File: src/rtl/model_tensor_pkg.sv
// rtl/model_tensor_pkg.sv - shared types and constants for the tensor integration feeders
package model_tensor_pkg;

    localparam int DATA_SIZE    = 64;
    localparam int CONTROL_SIZE = 4;

    localparam logic [DATA_SIZE-1:0]    ZERO_DATA    = '0;
    localparam logic [DATA_SIZE-1:0]    ONE_DATA     = DATA_SIZE'(1);
    localparam logic [CONTROL_SIZE-1:0] ZERO_CONTROL = '0;
    localparam logic [CONTROL_SIZE-1:0] ONE_CONTROL  = CONTROL_SIZE'(1);

    typedef enum logic [CONTROL_SIZE-1:0] {
        STARTER = ZERO_CONTROL,
        INPUT   = ONE_CONTROL,
        OUTPUT  = CONTROL_SIZE'(2),
        ENDER   = CONTROL_SIZE'(3)
    } state_t;

endpackage

File: src/rtl/model_tensor_integration_feeder_if.sv
// rtl/model_tensor_integration_feeder_if.sv - control, source stream and element output bundle of the feeder
// Signals:
//   start/ready                      tensor start pulse / completion pulse
//   size_i/size_j/length             tensor extents, sampled on start
//   src_valid/src_ready/src_data     flat scalar source stream
//   sink_request                     consumer request level
//   matrix/vector/scalar_enable      per-element strobes
//   data_out                         element value
// master = driver of the feeder (stimulus side), slave = the feeder itself.
interface model_tensor_integration_feeder_if;
    import model_tensor_pkg::*;

    logic                 start;
    logic                 ready;
    logic [DATA_SIZE-1:0] size_i;
    logic [DATA_SIZE-1:0] size_j;
    logic [DATA_SIZE-1:0] length;
    logic                 src_valid;
    logic                 src_ready;
    logic [DATA_SIZE-1:0] src_data;
    logic                 sink_request;
    logic                 matrix_enable;
    logic                 vector_enable;
    logic                 scalar_enable;
    logic [DATA_SIZE-1:0] data_out;

    modport master (
        output start, size_i, size_j, length, src_valid, src_data, sink_request,
        input  ready, src_ready, matrix_enable, vector_enable, scalar_enable, data_out
    );

    modport slave (
        input  start, size_i, size_j, length, src_valid, src_data, sink_request,
        output ready, src_ready, matrix_enable, vector_enable, scalar_enable, data_out
    );

endinterface

File: src/rtl/model_tensor_index_counter.sv
// rtl/model_tensor_index_counter.sv - three-level wrapping i/j/t index counter, t innermost
// Ports:
//   clk_i, rst_ni          clock, synchronous active-low reset
//   clear_i                zero all indices (takes priority over advance_i)
//   advance_i              step to the next element
//   size_i_i/size_j_i      i and j extents
//   length_i               t extent
//   first_vector_o         t == 0
//   first_matrix_o         j == 0 and t == 0
//   last_o                 all three indices at their maximum
module model_tensor_index_counter
    import model_tensor_pkg::*;
(
    input  logic                 clk_i,
    input  logic                 rst_ni,
    input  logic                 clear_i,
    input  logic                 advance_i,
    input  logic [DATA_SIZE-1:0] size_i_i,
    input  logic [DATA_SIZE-1:0] size_j_i,
    input  logic [DATA_SIZE-1:0] length_i,
    output logic                 first_vector_o,
    output logic                 first_matrix_o,
    output logic                 last_o
);

    logic [DATA_SIZE-1:0] i_q;
    logic [DATA_SIZE-1:0] j_q;
    logic [DATA_SIZE-1:0] t_q;

    logic i_max;
    logic j_max;
    logic t_max;

    assign i_max = (i_q == size_i_i - ONE_DATA);
    assign j_max = (j_q == size_j_i - ONE_DATA);
    assign t_max = (t_q == length_i - ONE_DATA);

    always_ff @(posedge clk_i) begin
        if (!rst_ni || clear_i) begin
            i_q <= ZERO_DATA;
            j_q <= ZERO_DATA;
            t_q <= ZERO_DATA;
        end else if (advance_i) begin
            if (t_max) begin
                t_q <= ZERO_DATA;
                if (j_max) begin
                    j_q <= ZERO_DATA;
                    i_q <= i_max ? ZERO_DATA : i_q + ONE_DATA;
                end else begin
                    j_q <= j_q + ONE_DATA;
                end
            end else begin
                t_q <= t_q + ONE_DATA;
            end
        end
    end

    assign first_vector_o = (t_q == ZERO_DATA);
    assign first_matrix_o = (j_q == ZERO_DATA) && (t_q == ZERO_DATA);
    assign last_o         = i_max && j_max && t_max;

endmodule

File: src/rtl/model_tensor_integration_feeder.sv
// rtl/model_tensor_integration_feeder.sv - re-emits a flat scalar stream as an I x J x LENGTH tensor
// Ports:
//   clk_i    single rising-edge clock
//   rst_ni   synchronous active-low reset
//   bus      slave side of model_tensor_integration_feeder_if (start/ready, sizes,
//            source stream, sink request, element strobes and data)
// One source element is captured in INPUT, then emitted on the cycle after a
// sink request in OUTPUT. Every output is a register.
module model_tensor_integration_feeder
    import model_tensor_pkg::*;
(
    input  logic                                  clk_i,
    input  logic                                  rst_ni,
    model_tensor_integration_feeder_if.slave      bus
);

    state_t               state_q, state_d;
    logic [DATA_SIZE-1:0] size_i_q, size_i_d;
    logic [DATA_SIZE-1:0] size_j_q, size_j_d;
    logic [DATA_SIZE-1:0] length_q, length_d;
    logic [DATA_SIZE-1:0] hold_q, hold_d;
    logic [DATA_SIZE-1:0] data_q, data_d;
    logic                 src_ready_q, src_ready_d;
    logic                 ready_q, ready_d;
    logic                 scalar_q, scalar_d;
    logic                 vector_q, vector_d;
    logic                 matrix_q, matrix_d;

    logic                 cnt_clear;
    logic                 cnt_advance;
    logic                 cnt_first_vector;
    logic                 cnt_first_matrix;
    logic                 cnt_last;

    model_tensor_index_counter u_index (
        .clk_i          (clk_i),
        .rst_ni         (rst_ni),
        .clear_i        (cnt_clear),
        .advance_i      (cnt_advance),
        .size_i_i       (size_i_q),
        .size_j_i       (size_j_q),
        .length_i       (length_q),
        .first_vector_o (cnt_first_vector),
        .first_matrix_o (cnt_first_matrix),
        .last_o         (cnt_last)
    );

    always_comb begin
        state_d     = state_q;
        size_i_d    = size_i_q;
        size_j_d    = size_j_q;
        length_d    = length_q;
        hold_d      = hold_q;
        data_d      = data_q;
        src_ready_d = 1'b0;
        ready_d     = 1'b0;
        scalar_d    = 1'b0;
        vector_d    = 1'b0;
        matrix_d    = 1'b0;
        cnt_clear   = 1'b0;
        cnt_advance = 1'b0;

        case (state_q)
            STARTER: begin
                if (bus.start) begin
                    size_i_d  = bus.size_i;
                    size_j_d  = bus.size_j;
                    length_d  = bus.length;
                    cnt_clear = 1'b1;
                    // An empty tensor finishes without touching the source.
                    if ((bus.size_i == ZERO_DATA) || (bus.size_j == ZERO_DATA) ||
                        (bus.length == ZERO_DATA)) begin
                        state_d = ENDER;
                    end else begin
                        state_d     = INPUT;
                        src_ready_d = 1'b1;
                    end
                end
            end
            INPUT: begin
                src_ready_d = 1'b1;
                if (bus.src_valid && src_ready_q) begin
                    hold_d      = bus.src_data;
                    src_ready_d = 1'b0;
                    state_d     = OUTPUT;
                end
            end
            OUTPUT: begin
                if (bus.sink_request) begin
                    data_d      = hold_q;
                    scalar_d    = 1'b1;
                    vector_d    = cnt_first_vector;
                    matrix_d    = cnt_first_matrix;
                    cnt_advance = 1'b1;
                    state_d     = cnt_last ? ENDER : INPUT;
                    src_ready_d = !cnt_last;
                end
            end
            ENDER: begin
                ready_d = 1'b1;
                state_d = STARTER;
            end
            default: begin
                state_d = STARTER;
            end
        endcase
    end

    always_ff @(posedge clk_i) begin
        if (!rst_ni) begin
            state_q     <= STARTER;
            size_i_q    <= ZERO_DATA;
            size_j_q    <= ZERO_DATA;
            length_q    <= ZERO_DATA;
            hold_q      <= ZERO_DATA;
            data_q      <= ZERO_DATA;
            src_ready_q <= 1'b0;
            ready_q     <= 1'b0;
            scalar_q    <= 1'b0;
            vector_q    <= 1'b0;
            matrix_q    <= 1'b0;
        end else begin
            state_q     <= state_d;
            size_i_q    <= size_i_d;
            size_j_q    <= size_j_d;
            length_q    <= length_d;
            hold_q      <= hold_d;
            data_q      <= data_d;
            src_ready_q <= src_ready_d;
            ready_q     <= ready_d;
            scalar_q    <= scalar_d;
            vector_q    <= vector_d;
            matrix_q    <= matrix_d;
        end
    end

    assign bus.ready         = ready_q;
    assign bus.src_ready     = src_ready_q;
    assign bus.data_out      = data_q;
    assign bus.scalar_enable = scalar_q;
    assign bus.vector_enable = vector_q;
    assign bus.matrix_enable = matrix_q;

endmodule

File: src/flat_wrapper.sv
// flat-port wrapper written by rule: the top's interface ports become plain ports
module model_tensor_integration_feeder_flat import model_tensor_pkg::*;
  (clk_i, rst_ni, bus_start, bus_size_i, bus_size_j, bus_length, bus_src_valid, bus_src_data, bus_sink_request, bus_ready, bus_src_ready, bus_matrix_enable, bus_vector_enable, bus_scalar_enable, bus_data_out);
  model_tensor_integration_feeder_if bus_i ();
  input  logic clk_i;
  input  logic rst_ni;
  input wire logic [$bits(bus_i.start)-1:0] bus_start;
  input wire logic [$bits(bus_i.size_i)-1:0] bus_size_i;
  input wire logic [$bits(bus_i.size_j)-1:0] bus_size_j;
  input wire logic [$bits(bus_i.length)-1:0] bus_length;
  input wire logic [$bits(bus_i.src_valid)-1:0] bus_src_valid;
  input wire logic [$bits(bus_i.src_data)-1:0] bus_src_data;
  input wire logic [$bits(bus_i.sink_request)-1:0] bus_sink_request;
  output wire logic [$bits(bus_i.ready)-1:0] bus_ready;
  output wire logic [$bits(bus_i.src_ready)-1:0] bus_src_ready;
  output wire logic [$bits(bus_i.matrix_enable)-1:0] bus_matrix_enable;
  output wire logic [$bits(bus_i.vector_enable)-1:0] bus_vector_enable;
  output wire logic [$bits(bus_i.scalar_enable)-1:0] bus_scalar_enable;
  output wire logic [$bits(bus_i.data_out)-1:0] bus_data_out;
  assign bus_i.start = bus_start;
  assign bus_i.size_i = bus_size_i;
  assign bus_i.size_j = bus_size_j;
  assign bus_i.length = bus_length;
  assign bus_i.src_valid = bus_src_valid;
  assign bus_i.src_data = bus_src_data;
  assign bus_i.sink_request = bus_sink_request;
  assign bus_ready = bus_i.ready;
  assign bus_src_ready = bus_i.src_ready;
  assign bus_matrix_enable = bus_i.matrix_enable;
  assign bus_vector_enable = bus_i.vector_enable;
  assign bus_scalar_enable = bus_i.scalar_enable;
  assign bus_data_out = bus_i.data_out;
  model_tensor_integration_feeder u_core (.clk_i(clk_i), .rst_ni(rst_ni), .bus(bus_i));
endmodule
File: config.mk
export PLATFORM = sky130hd
export DESIGN_NAME = model_tensor_integration_feeder_flat
export DESIGN_NICKNAME = d
export VERILOG_FILES = /design/src/rtl/model_tensor_pkg.sv /design/src/rtl/model_tensor_integration_feeder_if.sv /design/src/rtl/model_tensor_index_counter.sv /design/src/rtl/model_tensor_integration_feeder.sv /design/src/flat_wrapper.sv
export SDC_FILE = /design/constraint.sdc
export NUM_CORES = 1
export LEC_CHECK = 0
export ABC_AREA = 0
export CORE_UTILIZATION = 50
export CTS_CLUSTER_SIZE = 8
export DETAILED_ROUTE_END_ITERATION = 7
export PLACE_DENSITY = 0.72
export SETUP_SLACK_MARGIN = 0.1
export SKIP_CTS_REPAIR_TIMING = 1
export SLEW_MARGIN = 20
export SYNTH_ARGS = -nofsm -noshare
export SYNTH_HDL_FRONTEND = slang
export SYNTH_SLANG_ARGS = --single-unit
File: constraint.sdc
create_clock -name clk_i -period 5.6 [get_ports clk_i]
set_input_delay 0.84 -clock clk_i [delete_from_list [all_inputs] [get_ports clk_i]]
set_output_delay 0.84 -clock clk_i [all_outputs]
set_load 0.02 [all_outputs]
=== Yosys cells after proc, flatten, opt, wreduce, memory -nomap -nowiden ===
Cells that the tools add are included.

* Bits in registers: 521
* Bits of input ports: 261
* Output and inout port bits: 69
* Logic and storage cells: 70

* Add/subtract/negate cells: 6
* Equality and inequality tests: 9
* Multiplexer cells: 19
* Reduce and logical (&&, ||, !) cells: 22

{| class="wikitable"
|+ Operator list
! cell !! count
|-
| $logic_not 64->1 || 5
|-
| $add 64x1->64 const B || 3
|-
| $eq 64x64->1 || 3
|-
| $mux 64 || 3
|-
| $sub 64x1->64 const B || 3
|-
| $mux 4 || 3
|-
| $pmux 4 s3 || 1
|-
| $mux 1 || 9
|-
| $reduce_and 3->1 || 3
|-
| $eq 4x2->1 const B || 2
|-
| $reduce_and 2->1 || 4
|-
| $eq 4x1->1 const B || 1
|-
| $logic_and 1x1->1 || 4
|-
| $logic_not 4->1 || 1
|-
| $mux 2 || 2
|-
| $ne 2x2->1 const B || 2
|-
| $logic_or 1x1->1 || 3
|-
| $pmux 1 s3 || 1
|-
| $logic_not 1->1 || 2
|-
| $ne 2x1->1 const B || 1
|}

=== Longest topological paths before layout ===
Gate-level depths: netlist of the first run.

* Word-level depth: 7
* Gate-level depth with buffers: 16
* Gate-level depth less buffers: 12

=== Cells and area by module ===
Synthesis of the first run repeated with hierarchy kept, for this count alone.

* Cells, all modules: 3953
* Area total of the unflattened synthesis: 30556.8 um^2

{| class="wikitable"
|+ Modules (own cells, without submodules)
! module !! instances !! cells each !! area an instance (um^2) !! seq. area each (um^2)
|-
| model_tensor_index_counter || 1 || 2470 || 18124.9 || 3843.7
|-
| model_tensor_integration_feeder || 1 || 1483 || 12431.9 || 6546.3
|}

=== Least setup slack after synthesis of the first run ===
OpenSTA, ideal clock, no wires.

* Kind: flip-flop to flip-flop
* From: register u_core.length_q[26]
* To: register u_core.u_index.j_q[53]
* Library setup time: 0.070 ns
* Data arrival time: 4.250 ns
* Required time: 5.530 ns
* Slack: 1.280 ns
* Cell stages (with the launch flop): 14
* Buffers on the path: 3
* Clock period less this slack: 4.320 ns
* Cells stage by stage: dfxtp_1 buf_6 or4_4 or4_4 buf_6 nor4_4 o32ai_1 a2111oi_2 nand4_1 or4_4 or4_4 buf_6 or4_1 a21oi_1

* Longest elaborated chain between the ends: 3

{| class="wikitable"
|+ RTL lines
! what !! RTL line !! source
|-
| from (decl) || model_tensor_integration_feeder.sv:20 || <nowiki>logic [DATA_SIZE-1:0] length_q, length_d;</nowiki>
|-
| from (signal assigned) || model_tensor_integration_feeder.sv:126 || <nowiki>length_q <= length_d;</nowiki>
|-
| $sub 64x1->64 || model_tensor_index_counter.sv:36 || <nowiki>assign t_max = (t_q == length_i - ONE_DATA);</nowiki>
|-
| $eq 64x64->1 || model_tensor_index_counter.sv:36 ||
|-
| $reduce_and 2->1 (no line) || n/a ||
|-
| to (signal assigned) || model_tensor_index_counter.sv:50 || <nowiki>j_q <= j_q + ONE_DATA;</nowiki>
|-
| to (decl) || model_tensor_index_counter.sv:27 || <nowiki>logic [DATA_SIZE-1:0] j_q;</nowiki>
|}

No other way between the ends.
A chain may end at the register's enable or synchronous reset.

=== Worst setup path after layout of the first run ===
* From: register u_core.length_q[4]
* To: register u_core.u_index.j_q[61]

The elaborated chain is that of the path after synthesis.

==> results_dict.tcl, run 1 <==
set metrics [dict create \
    synth-compound-area-share_pct 17.35 \
    mappedNetlistArea_mm2 0.02963 \
    min_path_type "reg2reg" \
    netlist_instances 3842 \
    root_buffer "clkbuf_16" \
    arrival_ps 5640 \
    cp_top_family "simple AND/OR/NAND/NOR gates" \
    synth.most_common_cell "nand2_1" \
    synth_cell_type_count 79 \
    grt_use_met3_pct 6.024 \
    synth_ff_type "dfxtp_1" \
    powerDensity_mw_per_mm2 289.5 \
    route.detailed.drc 0 \
    cp_num_buf_inv 0 \
    grt_start_max_net_pins 193 \
    fin_crit_sh_pct 90.96 \
    diodes 0 \
    synthTopCellsByArea "dfxtp_1, nand2_1, a21boi_0" \
    period_needed_ps 5093 \
    vias 29040 \
    nNetsFinal 4337 \
    worstSetupPathType "reg2reg" \
    cp_cell_sequence "nor4_2, nand4_1, nor4b_1, xnor2_1, or4_1, nor4b_1, nand4_1, or4_4, or4_1, a21oi_1" \
    clock_skew_ps 26.23 \
    synth-adder-area-share_pct 0.3378 \
    synthXorXnorAreaFrac_pct 9.872 \
    grt_pass1_vias 27280 \
    core-area_mm2 0.05814 \
    clock_latency_ps 630 \
    rrSetupSlack_ps 510 \
    worst_pin_slew_ps 1104 \
    cts_tree "done" \
    relSlewSlack_pct 25.75 \
    cp-end-kind "flip-flop" \
    holdPathStages 2 \
    crit_slowest_cell "or4_4" \
    clk_pin_slew_ps 50 \
    row_count 88 \
    initial_core_util_pct 50.97 \
    dieArea_mm2 0.06024 \
    rsz0062_at_grt "false" \
    area_delta_synth_final_pct 19.91 \
    drt_iter0_drc 2133 \
    yosys-top-cells-count "nand2_1, dfxtp_1, a21boi_0, nor2_1, clkbuf_1" \
    crit_fanout 31 \
    tns_ps 0 \
    overflow 0 \
    async_reset_ff_share_pct 0 \
    antenna_found_initial 0 \
    critPathRequiredTime_ps 6150 \
    fin_hold_ws_ps 460.2 \
    top_usage_layer "met2" \
    synth_top_family_by_area "simple AND/OR/NAND/NOR gates" \
    place.gp.congestion 1.009 \
    maxCapViolations 0 \
    finalSetupViolations 0 \
    ir_drop_uv 214.9 \
    fp.dieW_um 245.4 \
    hold_viol 0 \
    yosysTopAreaCell "dfxtp_1" \
    syn-num-nets 4111 \
    clock_sinks 519 \
    synth_simple_gate_area_share_pct 32.72 \
    post-dp-hpwl_um 70590 \
    antenna_left 0 \
    numCtsBuffers 75 \
    grt_pass1_wl_um 149200 \
    muxShareOfSynthArea_pct 0.5531 \
    yosysSeqAreaShare_pct 35.06 \
    postSynthAreaPerCell_um2 7.713 \
    drtPass1Iterations 6 \
    die_y_um 245.4 \
    viasPerCell 5.995 \
    h-tree-depth 3 \
    outcome "finished clean" \
    ioPinCount 330 \
    wl_per_cell_um 19.61 \
    routed_wirelength_um 95010 \
    fmax_ghz 0.1963 \
    r2r_cells 10 \
    grtUsageMet1_pct 39.57 \
    ys_ff_latch 519 \
    ys_warn_count 0 \
    drive_gt1_share_pct 5.908 \
    use_met2_pct 51.15 \
    synth_top_area_share_pct 35.06 \
    p_leak_nw 12.01 \
    crit_path_max_incr_delay_ps 780 \
    startpoint_type "flip-flop" \
    slew_violations 0 \
    grt_use_total_pct 30.83 \
    path_depth 10 \
    portBuffers 329 \
    clockBufferDepth 3 \
    synth-edff-count 0 \
]
final timing paths:
check	start	end
worst max-delay path	u_core.length_q[4]	u_core.u_index.j_q[61]
worst min-delay path	u_core.bus.data_out[28]	u_core.bus.data_out[28]
worst max register to register	u_core.length_q[4]	u_core.u_index.j_q[61]
worst min register to register	u_core.bus.data_out[28]	u_core.bus.data_out[28]
flip-flops by register name, summed over array words and instances, names as in the netlist:
name / cells
u_core.size_i_q: 64
u_core.u_index.t_q: 64
u_core.bus.src_ready: 1
u_core.u_index.i_q: 64
u_core.bus.vector_enable: 1
u_core.size_j_q: 64
u_core.u_index.j_q: 64
u_core.bus.matrix_enable: 1
u_core.bus.data_out: 64
u_core.length_q: 64
u_core.bus.ready: 1
u_core.state_q: 2
u_core.bus.scalar_enable: 1
u_core.hold_q: 64
metal layers:
metal / part of all wire [%] / vias to the layer above
met2: 47 / 941
met1: 43 / 13740
met4: 3.2 / 0
met3: 6.9 / 177
li1: - / 14190
met5: 0 / -
power by group:
group          internal, W  total [W]  switching (W)
clock network      0.00241    0.00409        0.00168
registers          0.00383    0.00405       0.000217
logic             0.000880    0.00214        0.00127
total              0.00712     0.0103        0.00316
metrics by stage:
step	cell area, um2	worst slack, ps	util (%)	total power [W]	std cells
3_3_place_gp	33470	612.8	57.57	0.006216	4756
6_report	35530	506.5	61.12	0.01029	4844
5_1_grt	35530	169.0	61.12	0.01073	4844
2_1_floorplan	29630	1280	-	0.005445	3842
3_5_place_dp	33470	635.5	57.57	0.006219	4756
4_1_cts	35530	615.6	61.12	0.01033	4844
final cells by class:
cell class,count,area [um2]
clock buffer,80,1906
clock inverter,8,156.4
fill,5318,22600
inverter,78,292.8
multi-input combinational,3012,18080
sequential,519,10390
tap,765,957.2
timing repair buffer,382,3755
worst register-to-register path, stage by stage (launching register included):
cell     delay (ps)
dfxtp_1         380
nor4_2          520
nand4_1         570
nor4b_1         510
xnor2_1         180
or4_1           530
nor4b_1         510
nand4_1         340
or4_4           790
or4_1           550
a21oi_1         160
cell families (layout without fill, tap and decap cells):
| kind of cell | count (synthesis) | after routing |
|---|---|---|
| multiplexers | 16 | 16 |
| buffers and inverters | 311 | 548 |
| flip-flops | 519 | 519 |
| AND/OR/NAND/NOR | 1923 | 1923 |
| adder cells (fa/ha/maj) | 8 | 8 |
| XOR/XNOR | 334 | 334 |
| AO/OA/AOI/OAI | 731 | 731 |
placed cells by master (no fill, tap or decap), types with 78 or more instances in the layout:
cell / instances
xnor2_1: 192
nor4_1: 193
nor2_1: 213
nand4_1: 139
a21boi_0: 324
nor3_1: 109
dfxtp_1: 519
nand3_1: 116
inv_1: 78
clkdlybuf4s50_1: 328
a21oi_1: 139
nand2_1: 771
xor2_1: 142
(Power assumes the default switching activity.)
==> run 2, diff against run 1 <==
Settings changed: SLEW_MARGIN 20 to unset, TNS_END_PERCENT set to 50.
==> results of run 2 <==
The final DEF is identical to that of run 1; final timing and power are the same.
